$ cat src/rtl/serial_adder4.sv
// Bit-serial four-operand adder: operands arrive LSB-first, one bit per clock,
// and a 2-bit carry is held between bit positions; the result bit is registered.
module serial_adder4 (
    input  logic clk,
    input  logic rst,
    input  logic a,
    input  logic b,
    input  logic c,
    input  logic d,
    output logic sum
);

    localparam int unsigned TOTAL_W = 3;
    localparam int unsigned CARRY_W = 2;

    logic [CARRY_W-1:0] carry_q;
    logic [CARRY_W-1:0] carry_d;
    logic               sum_q;
    logic               sum_d;
    logic [TOTAL_W-1:0] total;

    // Four input bits plus carry peak at 7, so three total bits and two carry bits suffice.
    always_comb begin
        total   = TOTAL_W'(a) + TOTAL_W'(b) + TOTAL_W'(c) + TOTAL_W'(d) + TOTAL_W'(carry_q);
        sum_d   = total[0];
        carry_d = total[TOTAL_W-1:1];
        if (rst) begin
            sum_d   = 1'b0;
            carry_d = '0;
        end
    end

    always_ff @(posedge clk) begin
        sum_q   <= sum_d;
        carry_q <= carry_d;
    end

    assign sum = sum_q;

endmodule

$ cat config.mk
export PLATFORM = sky130hd
export DESIGN_NAME = serial_adder4
export DESIGN_NICKNAME = d
export VERILOG_FILES = /design/src/rtl/serial_adder4.sv
export SDC_FILE = /design/constraint.sdc
export NUM_CORES = 1
export LEC_CHECK = 0
export BUFFER_PORTS_ARGS = -buffer_cell sky130_fd_sc_hd__clkbuf_2
export CAP_MARGIN = 20
export CORE_AREA = 2 2 39 41
export DETAILED_ROUTE_END_ITERATION = 6
export DIE_AREA = 0 0 41 43
export PLACE_DENSITY_LB_ADDON = 0.3
export SKIP_CTS_REPAIR_TIMING = 1
export SLEW_MARGIN = 20
export SYNTH_ARGS = -nofsm -noshare
export SYNTH_HDL_FRONTEND = slang
export SYNTH_SLANG_ARGS = --single-unit
$ cat constraint.sdc
create_clock -name clk -period 2.1 [get_ports clk]
set_input_delay 0.42 -clock clk [delete_from_list [all_inputs] [get_ports clk]]
set_output_delay 0.42 -clock clk [all_outputs]
set_load 0.02 [all_outputs]
; Word level (Yosys, flattened, before mapping)
; Index checks and enable logic that the tools add are counted.
[classes]
add_sub_neg = 4
[ops]
columns = op, count
row1 = $add 2x1->3, 1
row2 = $add 3x1->3, 1
row3 = $add 3x2->3, 1
row4 = $add 1x1->2, 1
[word_totals]
in_bits = 6
out_inout_bits = 1
word_cells = 6
register_bits = 3

; Logic depth before layout (Yosys ltp)
[depth]
ltp_word = 4
mapped_depth = 4
mapped_depth_nobuf = 4

; Worst setup path before layout
; Ideal clock, no wire load.
[synth_path]
path_type = in2reg
from = input port a
to = register carry_q[0]
path_buffers = 0
path_stages = 4
path_slack_ns = 0.169
required_time_ns = 1.986
arrival_ns = 1.817
path_cell_list = fa_1 > fa_1 > fa_1 > nor2b_1
[synth_via]
elab_chain_cells = 4
[synth_lines]
columns = element, line
row1 = "start, declared", 6  ; input logic a,
row2 = $add 1x1->2, 24  ; total = TOTAL_W'(a) + TOTAL_W'(b) + TOTAL_W'(c) + TOTAL_W'(d) + TOTAL_W'(carry_q);
row3 = $add 2x1->3, 24
row4 = $add 3x1->3, 24
row5 = $add 3x2->3, 24
row6 = via total[1], 20  ; logic [TOTAL_W-1:0] total;
row7 = "end signal, assigned", 35  ; carry_q <= carry_d;
row8 = "end, declared", 16  ; logic [CARRY_W-1:0] carry_q;
; The timed path passes the listed nets, and every way through them passes these cells.
; A chain may end at the register's enable or synchronous reset.

; Worst setup path after layout
; Same ends and word-level chain as after synthesis.

==> run summary <==
Syn-to-layout area delta - 55.0%
Gr ovfl total - 0
Final hold violations - 0
Mean instance size in the synthesized netlist - 15.4 um2
Number of filler instances in the final layout - 155
DRT iter0 DRCs - 0
CP max-delay cell - sky130_fd_sc_hd__fa_1
Most frequent cells in the layout - 6 x sky130_fd_sc_hd__clkbuf_2, 3 x sky130_fd_sc_hd__nor2b_1, 3 x sky130_fd_sc_hd__fa_1, 3 x sky130_fd_sc_hd__dfxtp_1, 3 x sky130_fd_sc_hd__clkbuf_4
Top cell type by total area after synthesis - sky130_fd_sc_hd__dfxtp_1
Root buf cell - sky130_fd_sc_hd__clkbuf_4
IR Drop Worst-Case VDD - 342 uV
Drc violations - 0
Number of failing setup endpoints in the final timing report - 0
Maximum fanout along the worst path - 1
TritonCTS clock tree - done
Max-slew violation count - 0
Proportion of synthesized chip area in sequential cells - 0.432
Number of warnings reported in the yosys synthesis log - 0
Cells after synthesis - 9
ANT nets after route - 0
Cells on worst reg2reg path - 3
Run status - finished clean
Via count of the first global-routing pass - 115
Clock latency reported for the late side of the worst-skew pair - 0.23 ns
Met2 routed WL - 109 um
Transition time at the pin with the least slew margin - 0.125 ns
Max-slew headroom - 0.917
Critical path cell sequence - clkbuf_2, fa_1, fa_1, fa_1, nor2b_1
Top post-synthesis cells by area - sky130_fd_sc_hd__dfxtp_1 43%, sky130_fd_sc_hd__fa_1 43%, sky130_fd_sc_hd__nor2b_1 14%
Number of search-and-repair iterations in the first detailed-routing pass - 1
Peak Freq - 546 MHz
Power Density - 995 nW/um2
Final routed wire length divided by cell count - 7.14 um
Antenna violations before repair - 0
Final wirelength - 250 um
Mapped cell area - 139 um2
Post-CTS clock slew at the launch and capture registers of the worst setup and hold paths - 0.04 ns
Endpoint required time on the critical path - 2.22 ns
Number of storage elements in the synthesis netlist - 3
Number of different library cells in the post-synthesis netlist - 3
Area of the die - 1760 um2
CTS H-tree depth - 1
Crit path top cell by count - sky130_fd_sc_hd__fa_1
Crit path kind - primary input to flip-flop
Fraction of post-synthesis cell area in the top cell type by area - 0.432
Slowest cell delay on critical path - 0.49 ns
Topmost layer with routed signal wires - met3
Unrepaired setup endpoints after global routing - false
Vias after detailed routing - 98
Maximum number of pins on one net before global-route repair - 4
Kind of start point of the critical path - primary input
Count of input and output buffers - 6
Number of cells on the worst hold path - 2
Total number of clock tree sinks - 3
Via density - 2.80
Die W - 41 um
Critical Path Stages - 5
Global Route Usage Sum - 0.0464
Final Skew - 0.00210 ns
Antenna diodes - 0
Global-route wire length before repair - 469 um
Top Ports - 7
Clock period minus worst slack - 1.83 ns
Hold Path Class - primary input to flip-flop
Number of standard-cell rows in the floorplan - 14
Static leakage - 0.0954 nW
Initial cell density of the core - 0.100
Number of nets in the finished design - 29
Met3 wire length - 43 um
Number of buffers inserted during clock tree synthesis - 3
Maximum root-to-sink buffer count - 2
Most common cell after layout, fill and taps aside - sky130_fd_sc_hd__clkbuf_2
Area of the placeable core - 1380 um2
Period utilisation layout - 0.872
Sum of negative setup slack - 0 ns
Crit end category - flip-flop
Post-route met1 wirelength - 97 um
Fraction of final layout cells sized beyond drive strength 1 - 0.474
Max Cap Violations - 0
Kind of cell adding the most delay to the critical path - adder cells
Final weighted congestion in routability-driven placement - 0.571
Synthesized netlist net count - 18
DIE HEIGHT - 43 um
Critical Path AT - 1.95 ns
Number of buffer and inverter stages on the critical path - 1
Utilization of the core after routing - 0.156
## stage by stage
stage | instance area (um2) | hold WS (ns) | instances | setup WS, ns | total power (W)
2_1_floorplan | 139 | 0.492 | 9 | 0.169 | 0.000101
3_3_place_gp | 189 | 0.607 | 31 | 0.0511 | 0.000116
3_5_place_dp | 189 | 0.620 | 31 | 0.0269 | 0.000119
4_1_cts | 215 | 0.379 | 35 | 0.265 | 0.000222
5_1_grt | 215 | 0.387 | 35 | 0.228 | 0.000235
6_report | 215 | 0.384 | 35 | 0.269 | 0.000214
## path summary, 6_finish.rpt
check,end,start,slack [ns]
max reg2reg,carry_q[0],carry_q[0],0.73
min reg2reg,carry_q[0],carry_q[1],0.65
min,sum,rst,0.38
max,carry_q[0],a,0.27
## state kept, by name, summed over array words and instances (netlist names)
name / cells
carry_q: 2
sum: 1
## power by group
part / switching, W / internal (W) / total (W)
clock network: 0.0000266 / 0.0000710 / 0.0000976
registers: 0.00000510 / 0.0000689 / 0.0000740
logic: 0.0000204 / 0.0000222 / 0.0000426
## cell usage after synthesis
master / count
sky130_fd_sc_hd__nor2b_1: 3
sky130_fd_sc_hd__dfxtp_1: 3
sky130_fd_sc_hd__fa_1: 3
## cell type report
type                       count  area [um2]  area share
clock buffer                   4        26.3       0.122
multi-input combinational      6        78.8       0.366
sequential                     3        60.1       0.279
tap                           16        20.0      0.0930
timing repair buffer           6        30.0       0.140
## routing by layer
metal,up-vias,global-route usage
met2,7,0.0500
met5,-,0
li1,48,-
met1,43,0.0458
met3,0,0.0524
met4,0,0.0400
## cell families after synthesis
family / Yosys count / synth area share
adders and majority gates: 3 / 0.432
and+or+nand+nor: 3 / 0.135
DFF: 3 / 0.432
Note: power is estimated with default switching activity, not from simulation.
